**src/rtl/boreal_telemetry_tx_if.sv**
```systemverilog
// Debug status register read port between the telemetry streamer (master)
// and the status register file (slave).
interface boreal_telemetry_tx_if;
  logic [2:0]  dbg_addr;
  logic        dbg_rd_en;
  logic [15:0] dbg_rd_data;

  modport master (output dbg_addr, output dbg_rd_en, input dbg_rd_data);
  modport slave  (input dbg_addr, input dbg_rd_en, output dbg_rd_data);
endinterface

```
**src/rtl/boreal_telemetry_tx.sv**
```systemverilog
// Periodic telemetry streamer: sweeps the eight debug status registers and sends them as an
// 18-byte 8N1 UART frame (sync byte, 16 data bytes, XOR checksum).
module boreal_telemetry_tx #(
  parameter int unsigned CLKS_PER_BIT = 868,
  parameter int unsigned FRAME_PERIOD = 1_000_000
) (
  input  logic                  clk,
  input  logic                  rst,
  input  logic                  i_enable,
  boreal_telemetry_tx_if.master dbg,
  output logic                  o_uart_tx,
  output logic                  o_frame_busy,
  output logic [15:0]           o_frame_count,
  output logic                  o_overrun
);

  localparam logic [23:0] PeriodLast = 24'(FRAME_PERIOD - 1);
  localparam logic [15:0] BitLast    = 16'(CLKS_PER_BIT - 1);
  localparam logic [7:0]  SyncByte   = 8'hA5;

  typedef enum logic [2:0] {
    StIdle, StSync, StRdReq, StRdWait, StTxHi, StTxLo, StTxCk, StDone
  } state_e;

  typedef enum logic [1:0] {SerIdle, SerStart, SerData, SerStop} ser_e;

  // Period counter
  logic [23:0] r_pcnt;
  logic        w_trig;

  assign w_trig = i_enable && (r_pcnt == PeriodLast);

  always_ff @(posedge clk) begin
    if (rst || !i_enable || w_trig) r_pcnt <= '0;
    else                            r_pcnt <= r_pcnt + 24'd1;
  end

  // Byte serializer
  ser_e        r_ser_state, w_ser_state_d;
  logic [15:0] r_ser_clk, w_ser_clk_d;
  logic [2:0]  r_ser_bit, w_ser_bit_d;
  logic [7:0]  r_ser_shift, w_ser_shift_d;
  logic        r_tx, w_tx_d;
  logic        w_ser_load;
  logic [7:0]  w_ser_byte;
  logic        w_bit_end, w_ser_busy, w_ser_done;

  assign w_bit_end  = (r_ser_clk == BitLast);
  assign w_ser_busy = (r_ser_state != SerIdle);
  assign w_ser_done = (r_ser_state == SerStop) && w_bit_end;

  always_ff @(posedge clk) begin
    if (rst) begin
      r_ser_state <= SerIdle;
      r_ser_clk   <= '0;
      r_ser_bit   <= '0;
      r_ser_shift <= '0;
      r_tx        <= 1'b1;
    end else begin
      r_ser_state <= w_ser_state_d;
      r_ser_clk   <= w_ser_clk_d;
      r_ser_bit   <= w_ser_bit_d;
      r_ser_shift <= w_ser_shift_d;
      r_tx        <= w_tx_d;
    end
  end

  always_comb begin
    w_ser_state_d = r_ser_state;
    w_ser_clk_d   = r_ser_clk;
    w_ser_bit_d   = r_ser_bit;
    w_ser_shift_d = r_ser_shift;
    w_tx_d        = r_tx;
    unique case (r_ser_state)
      SerIdle: begin
        w_tx_d = 1'b1;
        if (w_ser_load) begin
          w_ser_state_d = SerStart;
          w_ser_clk_d   = '0;
          w_ser_bit_d   = '0;
          w_ser_shift_d = w_ser_byte;
          w_tx_d        = 1'b0;
        end
      end
      SerStart: begin
        w_ser_clk_d = r_ser_clk + 16'd1;
        if (w_bit_end) begin
          w_ser_clk_d   = '0;
          w_ser_state_d = SerData;
          w_tx_d        = r_ser_shift[0];
        end
      end
      SerData: begin
        w_ser_clk_d = r_ser_clk + 16'd1;
        if (w_bit_end) begin
          w_ser_clk_d = '0;
          if (r_ser_bit == 3'd7) begin
            w_ser_state_d = SerStop;
            w_tx_d        = 1'b1;
          end else begin
            w_ser_bit_d   = r_ser_bit + 3'd1;
            w_ser_shift_d = {1'b0, r_ser_shift[7:1]};
            w_tx_d        = r_ser_shift[1];
          end
        end
      end
      SerStop: begin
        w_ser_clk_d = r_ser_clk + 16'd1;
        if (w_bit_end) begin
          w_ser_clk_d   = '0;
          w_ser_state_d = SerIdle;
        end
      end
      default: w_ser_state_d = SerIdle;
    endcase
  end

  // Frame FSM
  state_e      r_state, w_state_d;
  logic [2:0]  r_idx, r_addr;
  logic [15:0] r_hold;
  logic [7:0]  r_ck;
  logic [15:0] r_count;
  logic        r_overrun;
  logic        w_rd_en;

  always_ff @(posedge clk) begin
    if (rst) r_state <= StIdle;
    else     r_state <= w_state_d;
  end

  // Byte states load on their first (serializer idle) cycle, then wait for the done pulse.
  always_comb begin
    w_state_d  = r_state;
    w_ser_load = 1'b0;
    w_ser_byte = '0;
    w_rd_en    = 1'b0;
    unique case (r_state)
      StIdle: begin
        if (w_trig) begin
          w_state_d  = StSync;
          w_ser_load = 1'b1;
          w_ser_byte = SyncByte;
        end
      end
      StSync: if (w_ser_done) w_state_d = StRdReq;
      StRdReq: begin
        w_rd_en   = 1'b1;
        w_state_d = StRdWait;
      end
      StRdWait: w_state_d = StTxHi;
      StTxHi: begin
        w_ser_load = !w_ser_busy;
        w_ser_byte = r_hold[15:8];
        if (w_ser_done) w_state_d = StTxLo;
      end
      StTxLo: begin
        w_ser_load = !w_ser_busy;
        w_ser_byte = r_hold[7:0];
        if (w_ser_done) w_state_d = (r_idx == 3'd7) ? StTxCk : StRdReq;
      end
      StTxCk: begin
        w_ser_load = !w_ser_busy;
        w_ser_byte = r_ck;
        if (w_ser_done) w_state_d = StDone;
      end
      StDone:  w_state_d = StIdle;
      default: w_state_d = StIdle;
    endcase
  end

  always_ff @(posedge clk) begin
    if (rst) begin
      r_idx     <= '0;
      r_addr    <= '0;
      r_hold    <= '0;
      r_ck      <= '0;
      r_count   <= '0;
      r_overrun <= 1'b0;
    end else begin
      if (r_state == StIdle && w_trig) begin
        r_idx <= '0;
        r_ck  <= '0;
      end
      if (r_state == StRdReq)  r_addr <= r_idx;
      if (r_state == StRdWait) r_hold <= dbg.dbg_rd_data;
      if (w_ser_load && (r_state == StTxHi || r_state == StTxLo)) r_ck <= r_ck ^ w_ser_byte;
      if (r_state == StTxLo && w_ser_done && r_idx != 3'd7) r_idx <= r_idx + 3'd1;
      if (r_state == StDone) r_count <= r_count + 16'd1;
      // A trigger landing in DONE is also an overrun; the frame is dropped.
      if (w_trig && r_state != StIdle) r_overrun <= 1'b1;
    end
  end

  assign dbg.dbg_rd_en  = w_rd_en;
  assign dbg.dbg_addr   = w_rd_en ? r_idx : r_addr;
  assign o_uart_tx      = r_tx;
  assign o_frame_busy   = (r_state != StIdle);
  assign o_frame_count  = r_count;
  assign o_overrun      = r_overrun;

endmodule

```
**src/flat_wrapper.sv**
```systemverilog
// flat-port wrapper written by rule: the top's interface ports become plain ports
module boreal_telemetry_tx_flat 
#(
  parameter int unsigned CLKS_PER_BIT = 868,
  parameter int unsigned FRAME_PERIOD = 1_000_000
)
  (clk, rst, i_enable, o_uart_tx, o_frame_busy, o_frame_count, o_overrun, dbg_dbg_addr, dbg_dbg_rd_en, dbg_dbg_rd_data);
  boreal_telemetry_tx_if dbg_i ();
  input  logic clk;
  input  logic rst;
  input  logic i_enable;
  output logic o_uart_tx;
  output logic o_frame_busy;
  output logic [15:0] o_frame_count;
  output logic o_overrun;
  output wire logic [$bits(dbg_i.dbg_addr)-1:0] dbg_dbg_addr;
  output wire logic [$bits(dbg_i.dbg_rd_en)-1:0] dbg_dbg_rd_en;
  input wire logic [$bits(dbg_i.dbg_rd_data)-1:0] dbg_dbg_rd_data;
  assign dbg_dbg_addr = dbg_i.dbg_addr;
  assign dbg_dbg_rd_en = dbg_i.dbg_rd_en;
  assign dbg_i.dbg_rd_data = dbg_dbg_rd_data;
  boreal_telemetry_tx #(.CLKS_PER_BIT(CLKS_PER_BIT), .FRAME_PERIOD(FRAME_PERIOD)) u_core (.clk(clk), .rst(rst), .i_enable(i_enable), .dbg(dbg_i), .o_uart_tx(o_uart_tx), .o_frame_busy(o_frame_busy), .o_frame_count(o_frame_count), .o_overrun(o_overrun));
endmodule
```
**config.mk**
```make
export PLATFORM = sky130hd
export DESIGN_NAME = boreal_telemetry_tx_flat
export DESIGN_NICKNAME = d
export VERILOG_FILES = /design/src/rtl/boreal_telemetry_tx_if.sv /design/src/rtl/boreal_telemetry_tx.sv /design/src/flat_wrapper.sv
export SDC_FILE = /design/constraint.sdc
export NUM_CORES = 1
export LEC_CHECK = 0
export BUFFER_PORTS_ARGS = -buffer_cell sky130_fd_sc_hd__buf_2
export CORE_UTILIZATION = 55
export CTS_CLUSTER_SIZE = 24
export DETAILED_ROUTE_END_ITERATION = 12
export PLACE_DENSITY = 0.77
export SYNTH_ARGS = -nofsm -noshare
export SYNTH_HDL_FRONTEND = slang
export SYNTH_SLANG_ARGS = --single-unit
```
**constraint.sdc**
```tcl
create_clock -name clk -period 6.2 [get_ports clk]
set_input_delay 1.24 -clock clk [delete_from_list [all_inputs] [get_ports clk]]
set_output_delay 1.24 -clock clk [all_outputs]
set_load 0.005 [all_outputs]
```
; ---- Word level (Yosys, flattened, before mapping)
; Cells that the tools add are included.
; W data, S select, Z words.
[op_classes]
n_addsub = 5
n_eq_ne = 26
muxes = 39
bitwise_logic = 1
reduce_logical = 26
[ops]
columns = op, count
row1 = $mux W8, 6
row2 = $mux W3, 12
row3 = $add A16 B1 Y16 const B, 2
row4 = $mux W16, 2
row5 = $pmux W16 S2, 1
row6 = $pmux W8 S4, 1
row7 = $add A24 B1 Y24 const B, 1
row8 = $eq A24 B20 Y1 const B, 1
row9 = $pmux W3 S8, 1
row10 = $ne A2 B1 Y1 const B, 10
row11 = $eq A3 B3 Y1 const B, 6
row12 = $eq A16 B10 Y1 const B, 1
row13 = $pmux W8 S2, 1
row14 = $mux W2, 5
row15 = $reduce_and A5 Y1, 2
row16 = $pmux W2 S4, 1
row17 = $reduce_bool A2 Y1, 4
row18 = $xor A8 B8 Y8, 1
row19 = $logic_and A1 B1 Y1, 7
row20 = $add A3 B1 Y3 const B, 2
row21 = $eq A3 B2 Y1 const B, 2
row22 = $mux W1, 6
row23 = $pmux W3 S2, 1
row24 = $reduce_bool A3 Y1, 2
row25 = other kinds (14), 19
[word_totals]
reg_bits = 104
in_bits = 19
out_inout_bits = 23
word_cells = 110

; ---- Longest topological paths before layout
; Gate-level depths: netlist of run 1.
[depth]
word_depth = 6
depth_mapped = 8
mapped_depth_nobuf = 7

; ---- Least setup slack after synthesis of run 1
; OpenSTA, ideal clock, no wires.
[synth_path]
path_kind = in2reg
start = input i_enable
end = register u_core.r_ser_shift[3]
setup_time_ns = 0.121
arrival_time_ns = 2.820
t_required_ns = 6.079
slack_ns = 3.259
path_stages = 6
n_path_buf = 1
cell_sequence = nor3b_1 -> nand4_1 -> or4_4 -> a22o_1 -> buf_6 -> mux2_4
[synth_via]
elab_chain_len = 5
[synth_rtl]
columns = item, line_no
row1 = from (decl), flat_wrapper.sv:11  ; input logic i_enable;
row2 = $logic_and A1 B1 Y1, boreal_telemetry_tx.sv:31  ; assign w_trig = i_enable && (r_pcnt == PeriodLast);
row3 = $mux W1, boreal_telemetry_tx.sv:140  ; if (w_trig) begin
row4 = $pmux W1 S2, boreal_telemetry_tx.sv:138  ; unique case (r_state)
row5 = $ne A2 B1 Y1 (no source line), -
row6 = $reduce_and A4 Y1 (no source line), -
row7 = to (signal assigned), boreal_telemetry_tx.sv:63  ; r_ser_shift <= w_ser_shift_d;
row8 = to (decl), boreal_telemetry_tx.sv:42  ; logic [7:0] r_ser_shift, w_ser_shift_d;
; No other way between the ends.
; A chain may end at the register's enable or synchronous reset.

; ---- Worst setup path after layout of run 1
[layout_path]
start = register u_core.r_state[1]
end = output dbg_dbg_addr[2]
[layout_via]
elab_chain_len = 3
[layout_rtl]
columns = item, line_no
row1 = from (decl), boreal_telemetry_tx.sv:119  ; state_e r_state, w_state_d;
row2 = from (signal assigned), boreal_telemetry_tx.sv:128  ; if (rst) r_state <= StIdle;
row3 = from (signal assigned), boreal_telemetry_tx.sv:129  ; else r_state <= w_state_d;
row4 = $eq A3 B2 Y1, boreal_telemetry_tx.sv:138
row5 = $mux W1, boreal_telemetry_tx.sv:138
row6 = $mux W3, boreal_telemetry_tx.sv:196  ; assign dbg.dbg_addr = w_rd_en ? r_idx : r_addr;
row7 = to (decl), flat_wrapper.sv:16  ; output wire logic [$bits(dbg_i.dbg_addr)-1:0] dbg_dbg_addr;
; No other way between the ends.

==> results of run 1 <==
-- cells in the mapped netlist (8+ instances only) --
master      n  area (sq um)
inv_1      11         41.29
and3_1      9         56.30
dfxtp_1   104          2082
xnor2_1    14         122.6
nand2_1    67         251.5
xor2_1     29         254.0
ha_1       12         150.1
o21ai_0    17         85.08
nand4_1    13         81.33
nand3b_1    8         60.06
a21oi_1    32         160.2
nor2_1     66         247.7
mux2i_1    20         200.2
clkbuf_1   30         112.6
nand2b_1   15         93.84
nand3_1    27         135.1
a311oi_1    8         70.07
nor3_1     26         130.1
-- where the power goes --
group          leakage, nW  internal, mW  switching (mW)
sequential           0.838         0.675         0.00826
combinational         1.06        0.0667           0.104
clock               0.0929         0.165           0.243
-- per-layer routing --
| layer | track usage [%] | wire length, microns | up-vias |
|---|---|---|---|
| li1 | - | - | 2131 |
| met5 | 0 | 0 | - |
| met4 | 7.922 | 153 | 0 |
| met2 | 38.84 | 4998 | 103 |
| met1 | 27.98 | 4721 | 1966 |
| met3 | 5.082 | 462 | 16 |
-- worst max-delay path, cell delays in order (launching register included) --
cell	delay, ps
dfxtp_1	930
nand2_1	160
nor2_1	290
mux2_2	390
buf_2	130
-- registers in the layout, indices dropped and copies added (netlist names) --
signal,flops
u_core.r_ser_clk,16
u_core.r_state,3
u_core.r_ser_state,2
u_core.r_addr,3
u_core.r_ser_shift,8
u_core.r_pcnt,24
u_core.r_hold,16
u_core.o_frame_count,16
u_core.r_ck,8
u_core.r_ser_bit,3
u_core.o_overrun,1
u_core.o_uart_tx,1
u_core.r_idx,3
-- per-stage QoR --
| step | power [mW] | cells | hold WS [ps] | worst slack, ps |
|---|---|---|---|---|
| after floorplan | 0.8348 | 598 | 429.7 | 3259 |
| after global placement | 0.8602 | 712 | 439.0 | 2894 |
| after detailed placement | 0.8653 | 712 | 447.5 | 2851 |
| after CTS | 1.269 | 728 | 462.3 | 2661 |
| after global routing | 1.314 | 728 | 491.9 | 2506 |
| final | 1.261 | 728 | 462.1 | 2692 |
-- kinds of logic after synthesis --
logic type      Yosys count
simple gates            268
buf+inv                  48
fa+ha+maj                12
mux                      27
compound gates           96
flops                   104
xor+xnor                 43
-- worst paths after layout --
kind | start | to | slack, ps | cells past startpoint
worst max-delay path | u_core.r_state[1] | dbg_dbg_addr[2] | 2690 | 4
worst max register to register | u_core.r_ser_clk[3] | u_core.r_ser_clk[4] | 3340 | 5
worst min register to register | u_core.r_hold[13] | u_core.r_hold[13] | 460 | 2
worst min-delay path | u_core.r_hold[13] | u_core.r_hold[13] | 460 | 2
-- layout make-up --
type / count / area share [%]
clock inverters: 5 / 0.8206
repair buffers: 43 / 4.012
clock buffers: 11 / 2.576
flip-flops and latches: 104 / 37.93
multi-input cells: 446 / 51.45
inverters: 11 / 0.7522
well taps: 108 / 2.462
==> impl_metrics.toml, run 1 <==
[outcome]
status = "finished clean"

[logic_synthesis]
synthesis.instances = 598
ys_dominant_reg_cell = "dfxtp_1"
ys_seq_elements = 104
avgSynthCellArea_sq_um = 8.524
synthSimpleGateAreaFrac_pct = 26.41
synth_edf_count = 0
yosysWarningCount = 0
netlist_area_sq_um = 5097
synthMuxAreaShare_pct = 5.695
netlist-cell-type-count = 53
yosysSeqAreaShare_pct = 40.84
synth-xor-area-share_pct = 7.388
synth_top_family_by_area = "simple AND/OR/NAND/NOR gates"
synth_adder_area_share_pct = 2.946
async_flop_share_pct = 0
synth_compound_area_share_pct = 12.84
syn_nets = 629

[layout]
n_fill_cell = 753
area_growth_pct = 7.683
drive_gt1_share_pct = 12.26
final_common_cell = "dfxtp_1"
multi_input_area_sq_um = 2824
finalNetCount = 646
ff_latch_area_sq_um = 2082
most-common-layout-cells = "104 x dfxtp_1, 67 x nand2_1, 66 x nor2_1, 41 x buf_2, 32 x a21oi_1"
fin_area_sq_um = 5489
n_antenna_cell = 0
post-route-util_pct = 62.03

[sta]
fin_crit_ps = 3508
fmax_mhz = 285.0
tns_ps = 0
slew_headroom_pct = 14.46
fin_skew_ps = 15.10
finalHoldViolCount = 0
final-setup-viol-count = 0
drv_slew = 0
tightest_slew_ps = 1278
rsz0062_at_grt = "false"
fin_crit_sh_pct = 56.59

[cts]
ctsHtreeMaxLevel = 3
postCtsResizedCells = 0
cts_tree = "built"
clockRootBuffer = "clkbuf_8"
clkSlewWorstSetupHoldPaths_ps = 100
clk_latency_ps = 370
cts_buffer_depth = 2
cts.sinks = 104
cts_hold_buf = 0
cts_buffers = 9
postCtsSetupBuffers = 0

[grt]
gr-total-overflow = 0
grt_pass1_wl_mm = 17.92
grt_max_degree = 100
grt_usage_pct = 22.64
grt_antenna_before_repair = 0
grt_pass1_vias = 4009

[critical_path]
worstSetupEndpointType = "output port"
crit_type = "flop to output port"
path_max_fanout = 22
worstPathRequired_ps = 4960
arrival_ps = 2270
start_kind = "flop"

[drt]
ant_nets = 0
postRouteWirelength_mm = 10.34
dr.pass1.iters = 5
drc = 0
dr.first_iter.drc_count = 212
wl_per_cell_microns = 14.20
num_vias = 4216
via_per_inst = 5.791

[die]
core_sq_um = 8848
die_height_microns = 98.27
dieArea_sq_um = 9657
row_count = 34
io_pins = 42
start_util_pct = 57.61
fp.dieW_microns = 98.27

[pwr]
powerDensity_nw_per_um2 = 229.7
p_leak_nw = 1.992
ir_drop_mv = 0.1277

[run]
drv_cap = 0

[worst_hold_path]
hp-class = "flop to flop"

[placed_design]
port_buffers = 41
place_area_sq_um = 5296
dp_hpwl_mm = 6.970
gp_congestion = 0.8385
No activity file was read; power rests on OpenSTA's default activity.
==> run 2, diff against run 1 <==
--- a/config.mk
+++ b/config.mk
@@ -6,10 +6,10 @@
 export NUM_CORES = 1
 export LEC_CHECK = 0
 export BUFFER_PORTS_ARGS = -buffer_cell sky130_fd_sc_hd__buf_2
-export CORE_UTILIZATION = 55
+export CORE_UTILIZATION = 54
 export CTS_CLUSTER_SIZE = 24
 export DETAILED_ROUTE_END_ITERATION = 12
-export PLACE_DENSITY = 0.77
+export PLACE_DENSITY = 0.79
 export SYNTH_ARGS = -nofsm -noshare
 export SYNTH_HDL_FRONTEND = slang
 export SYNTH_SLANG_ARGS = --single-unit
==> constraint.sdc (replaced) <==
create_clock -name clk -period 3.1 [get_ports clk]
set_input_delay 0.62 -clock clk [delete_from_list [all_inputs] [get_ports clk]]
set_output_delay 0.62 -clock clk [all_outputs]
set_load 0.005 [all_outputs]
==> run 2 against run 1 <==
Net effect:
- sequential cell count unchanged
- design area up 1.3%
- first-iteration DRC count up 23%
- global-route usage rose by 0.18 points
- die area up 1.8%
- core utilization fell by 1.5 points
- wire length is 3.5% higher
- critical path depth is 1 higher
- hold slack got worse by 3.6 ps
- clock power is 110% higher
- sequential share of layout area decreased by 0.50 points
- combinational power increased by 100%
==> impl_metrics.toml, run 2 (synthesized netlist as in run 1, its figures left out) <==
[pwr]
p_leak_nw = 2.037
powerDensity_nw_per_um2 = 460.5
ir_drop_mv = 0.3478

[drt]
wl_per_cell_microns = 14.50
ant_nets = 0
drc = 0
num_vias = 4297
via_per_inst = 5.822
dr.first_iter.drc_count = 261
dr.pass1.iters = 5
postRouteWirelength_mm = 10.70

[layout]
most-common-layout-cells = "104 x dfxtp_1, 67 x nand2_1, 66 x nor2_1, 41 x buf_2, 32 x a21oi_1"
finalNetCount = 653
area_growth_pct = 9.131
drive_gt1_share_pct = 12.92
largest_reg_flops = 24
largest-register = "u_core.r_pcnt"
n_antenna_cell = 0
n_fill_cell = 790
final_common_cell = "dfxtp_1"

[die]
io_pins = 42
core_sq_um = 9196
dieArea_sq_um = 9832
start_util_pct = 55.43
row_count = 35
die_height_microns = 99.16
fp.dieW_microns = 99.16

[cts]
ctsHtreeMaxLevel = 3
cts.sinks = 104
clk_latency_ps = 370
cts_tree = "built"
cts_hold_buf = 0
clockRootBuffer = "clkbuf_8"
postCtsSetupBuffers = 0
cts_buffers = 9
clkSlewWorstSetupHoldPaths_ps = 100
postCtsResizedCells = 0
cts_buffer_depth = 2

[critical_path]
path_max_fanout = 19
crit_buf_inv = 2
regToRegStartpoint = "u_core.r_ser_state[0]"
startpoint = "u_core.r_state[0]"
cp_num_cells = 5
rr_worst_depth = 5
start_kind = "flop"
worstPathRequired_ps = 2480
slowest_stage = "dfxtp_1"
cpPeakStageDelay_ps = 500
worstSetupEndpointType = "output port"
crit_type = "flop to output port"
crit_family = "flip-flops"
arrival_ps = 1980
cp_cell_sequence = "inv_1, nand2_1, nor2_1, mux2_2, buf_2"

[grt]
gr-total-overflow = 0
grt_usage_pct = 22.82
grt_pass1_vias = 3981
grt_max_degree = 79
grt_antenna_before_repair = 0
grt_pass1_wl_mm = 18.20

[sta]
rsz0062_at_grt = "false"
final-setup-viol-count = 0
tns_ps = 0
fin_crit_ps = 2603
fmax_mhz = 384.2
fin_skew_ps = 8.958
finalHoldViolCount = 0
tightest_slew_ps = 1259
fin_crit_sh_pct = 83.95
slew_headroom_pct = 15.76
worst_slack_ps = 497.4
drv_slew = 0

[placed_design]
gp_congestion = 0.8773
port_buffers = 41
pre_cts_slack_ps = 412.9
dp_hpwl_mm = 7.345

[outcome]
status = "finished clean"

[worst_hold_path]
hp-class = "flop to flop"
min_delay_path_depth = 2
min-delay-start = "u_core.r_hold[10]"

[run]
drv_cap = 0
## run 2: cell count changes in the layout (fill, tap and decap cells not counted), sizes merged
cell / delta
clkinv: +2
inv: -3
bufinv: +1
buf: +7
## run 2: layout make-up
type                    count  area, sq um  share of cell area, %
clock buffers              11        131.4                  2.362
clock inverters             5        66.31                  1.192
inverters                  11        41.29                 0.7422
multi-input cells         446         2818                  50.65
flip-flops and latches    104         2082                  37.43
well taps                 111        138.9                  2.497
repair buffers             50        285.3                  5.128
## run 2: metrics by stage
stage | hold WS, ps | utilization [%] | instances | power [mW] | cell area (sq um)
after floorplan | 429.7 | - | 598 | 1.670 | 5097
after global placement | 441.1 | 58.34 | 722 | 1.723 | 5365
after detailed placement | 448.4 | 58.34 | 722 | 1.736 | 5365
after CTS | 462.0 | 60.49 | 738 | 2.577 | 5563
after global routing | 459.7 | 60.49 | 738 | 2.678 | 5563
final | 458.6 | 60.49 | 738 | 2.562 | 5563
## run 2: report_power, final
group | switching, mW | leakage, nW | internal, mW
clock network | 0.470 | 0.0956 | 0.383
registers | 0.0163 | 0.838 | 1.35
logic | 0.207 | 1.10 | 0.136
total | 0.693 | 2.04 | 1.87
## run 2: path summary, 6_finish.rpt
| check | slack [ps] | to |
|---|---|---|
| max | 500 | dbg_dbg_addr[0] |
| min | 460 | u_core.r_hold[10] |
| max reg2reg | 540 | u_core.r_ser_clk[8] |
| min reg2reg | 460 | u_core.r_hold[10] |
## run 2: worst register-to-register path, stage by stage (launching register included)
cell,delay [ps]
dfxtp_1,410
inv_1,110
ha_1,380
nor2_1,1030
a41oi_1,240
a311oi_1,300
## run 2: metal layers
layer,up-vias,routed length (microns),global-route usage [%]
met5,-,0,0
met4,0,264,9.163
met3,22,455,4.708
met2,104,5173,39.32
met1,2023,4805,28.01
li1,2148,-,-
==> run 3, diff against run 2 <==
--- a/config.mk
+++ b/config.mk
@@ -5,11 +5,12 @@
 export SDC_FILE = /design/constraint.sdc
 export NUM_CORES = 1
 export LEC_CHECK = 0
+export ABC_AREA = 1
 export BUFFER_PORTS_ARGS = -buffer_cell sky130_fd_sc_hd__buf_2
-export CORE_UTILIZATION = 54
+export CORE_UTILIZATION = 55
 export CTS_CLUSTER_SIZE = 24
 export DETAILED_ROUTE_END_ITERATION = 12
-export PLACE_DENSITY = 0.79
+export PLACE_DENSITY = 0.77
 export SYNTH_ARGS = -nofsm -noshare
 export SYNTH_HDL_FRONTEND = slang
 export SYNTH_SLANG_ARGS = --single-unit
==> constraint.sdc (replaced) <==
create_clock -name clk -period 2.6 [get_ports clk]
set_input_delay 0.52 -clock clk [delete_from_list [all_inputs] [get_ports clk]]
set_output_delay 0.52 -clock clk [all_outputs]
set_load 0.005 [all_outputs]
==> run 3 against run 2 <==
Net effect:
- clock skew up 1.5 ps
- combinational power up 55%
- critical path type unchanged
- critical endpoint unchanged
- highest routed layer unchanged
- clock-buffer cell count up 1
- non-clock buffer count down 5
- setup slack worse by 240 ps
- power up 26%
- core utilization up 1.0 points
- die area up 5.2%
==> impl_metrics.toml, run 3 <==
[layout]
drive_gt1_share_pct = 9.629
n_antenna_cell = 0
n_fill_cell = 899
ff_latch_area_sq_um = 2082
area_growth_pct = 8.947
final_common_cell = "nand2_1"
largest-register = "u_core.r_pcnt"
finalNetCount = 889
largest_reg_flops = 24
multi_input_area_sq_um = 2907
most-common-layout-cells = "193 x nand2_1, 123 x nor2_1, 104 x dfxtp_1, 97 x inv_1, 70 x a21oi_1"

[logic_synthesis]
ys_dominant_reg_cell = "dfxtp_1"
yosysWarningCount = 0
netlist_area_sq_um = 5468
netlist-cell-type-count = 35
async_flop_share_pct = 0
synth_edf_count = 0
avgSynthCellArea_sq_um = 6.652
yosysSeqAreaShare_pct = 38.08
yosys.area.top_type = "dfxtp_1"
ys_seq_elements = 104
synthesis.instances = 822
synth_most_common_cell = "nand2_1"
synth_top_area_share_pct = 38.08
synth_common_cells = "193 x nand2_1, 123 x nor2_1, 104 x dfxtp_1"
synthTopCellsByArea = "dfxtp_1 38%, nand2_1 13%, nor2_1 8.4%, inv_1 6.7%, a21oi_1 6.4%"
syn_nets = 853

[drt]
ant_nets = 0
wl_per_cell_microns = 12.17
via_per_inst = 5.245
dr.first_iter.drc_count = 238
num_vias = 5219
postRouteWirelength_mm = 12.11
drc = 0
dr.pass1.iters = 4

[worst_hold_path]
hp-class = "primary input to flop"

[die]
dieArea_sq_um = 10340
start_util_pct = 56.46
die_height_microns = 101.7
io_pins = 42
core_sq_um = 9684
fp.dieW_microns = 101.7
row_count = 36

[sta]
drv_slew = 0
final-setup-viol-count = 0
slew_headroom_pct = 62.93
rsz0062_at_grt = "false"
fin_crit_ps = 2344
tns_ps = 0
fin_skew_ps = 10.43
tightest_slew_ps = 553.7
whs_ps = 357.9
fin_crit_sh_pct = 90.15
fmax_mhz = 426.6
finalHoldViolCount = 0

[cts]
cts_hold_buf = 0
postCtsResizedCells = 0
cts_buffer_depth = 2
cts_tree = "built"
clockRootBuffer = "clkbuf_8"
cts_buffers = 9
clk_latency_ps = 380
postCtsSetupBuffers = 0
ctsHtreeMaxLevel = 3
cts.sinks = 104
clkSlewWorstSetupHoldPaths_ps = 100

[run]
drv_cap = 0

[critical_path]
worstPathRequired_ps = 2080
start_kind = "flop"
arrival_ps = 1820
path_max_fanout = 10
worstSetupEndpointType = "output port"
crit_type = "flop to output port"

[placed_design]
gp_congestion = 0.8679
dp_hpwl_mm = 8.851
port_buffers = 41

[grt]
grt_pass1_vias = 4709
grt_max_degree = 50
grt_antenna_before_repair = 0
grt_pass1_wl_mm = 20.60
gr-total-overflow = 0
grt_usage_pct = 24.98

[pwr]
p_leak_nw = 2.413
power_mw = 3.228
ir_drop_mv = 0.4455
powerDensity_nw_per_um2 = 541.9

[outcome]
status = "finished clean"
==> run 3: cell types whose count changed in the layout (fill, tap and decap cells not counted), sizes merged, moves of 21 or more <==
cell | before | now
o21ai | 17 | 49
xor2 | 29 | 8
a21oi | 32 | 70
nand2 | 67 | 196
inv | 12 | 99
nand3 | 27 | 57
nor2 | 66 | 129
==> run 3: kinds of logic (layout without fill, tap and decap cells) <==
kind of cell | Yosys count | after routing | synth area share [%]
simple gates | 442 | 442 | 36.02
compound gates | 133 | 133 | 12.79
buf+inv | 121 | 161 | 8.764
flops | 104 | 104 | 38.08
fa+ha+maj | 12 | 12 | 2.746
xor+xnor | 10 | 10 | 1.602
==> run 3: path summary, 6_finish.rpt <==
| kind | start | end | slack, ps | cells past startpoint |
|---|---|---|---|---|
| setup / recovery | u_core.r_state[0] | dbg_dbg_addr[0] | 260 | 7 |
| hold / removal | dbg_dbg_rd_data[14] | u_core.r_hold[14] | 360 | 3 |
| setup reg to reg | u_core.r_pcnt[0] | u_core.r_ser_clk[10] | 540 | 10 |
| hold reg to reg | u_core.r_hold[15] | u_core.r_hold[15] | 460 | 2 |
==> run 3: final cells by class <==
class                   count  share of cell area (%)
clock buffers              12                   2.436
repair buffers             45                   3.949
well taps                 133                   2.794
inverters                 101                   6.364
clock inverters             3                  0.7141
multi-input cells         597                   48.79
flip-flops and latches    104                   34.95
==> run 3: routing by layer <==
metal | vias to the layer above | routed length (microns) | track usage, %
met2 | 99 | 5677 | 42.26
met1 | 2378 | 5717 | 31.45
met4 | 0 | 172 | 7.246
met5 | - | 0 | 0
met3 | 14 | 538 | 6.142
li1 | 2728 | - | -
==> run 3: power breakdown <==
group	leakage, nW	total (mW)	internal, mW	switching [mW]
logic	1.48	0.532	0.169	0.363
clock network	0.0925	1.01	0.466	0.545
registers	0.840	1.68	1.65	0.0340
total	2.41	3.23	2.29	0.942
==> run 3: worst max-delay path, stage by stage, from the launching register on <==
cell and delay, ps:
dfxtp_1 390, inv_1 110, nand2_1 60, nor2_1 410
or2_2 190, inv_1 40, a21oi_1 110, buf_2 130
==> run 3: stage by stage <==
stage	setup WS (ps)	instances	cell area, sq um	util, %
2_1_floorplan	899.8	822	5468	-
6_report	256.1	995	5957	61.51
3_3_place_gp	604.4	980	5769	59.57
3_5_place_dp	558.1	980	5769	59.57
4_1_cts	243.5	995	5957	61.51
5_1_grt	97.04	995	5957	61.51
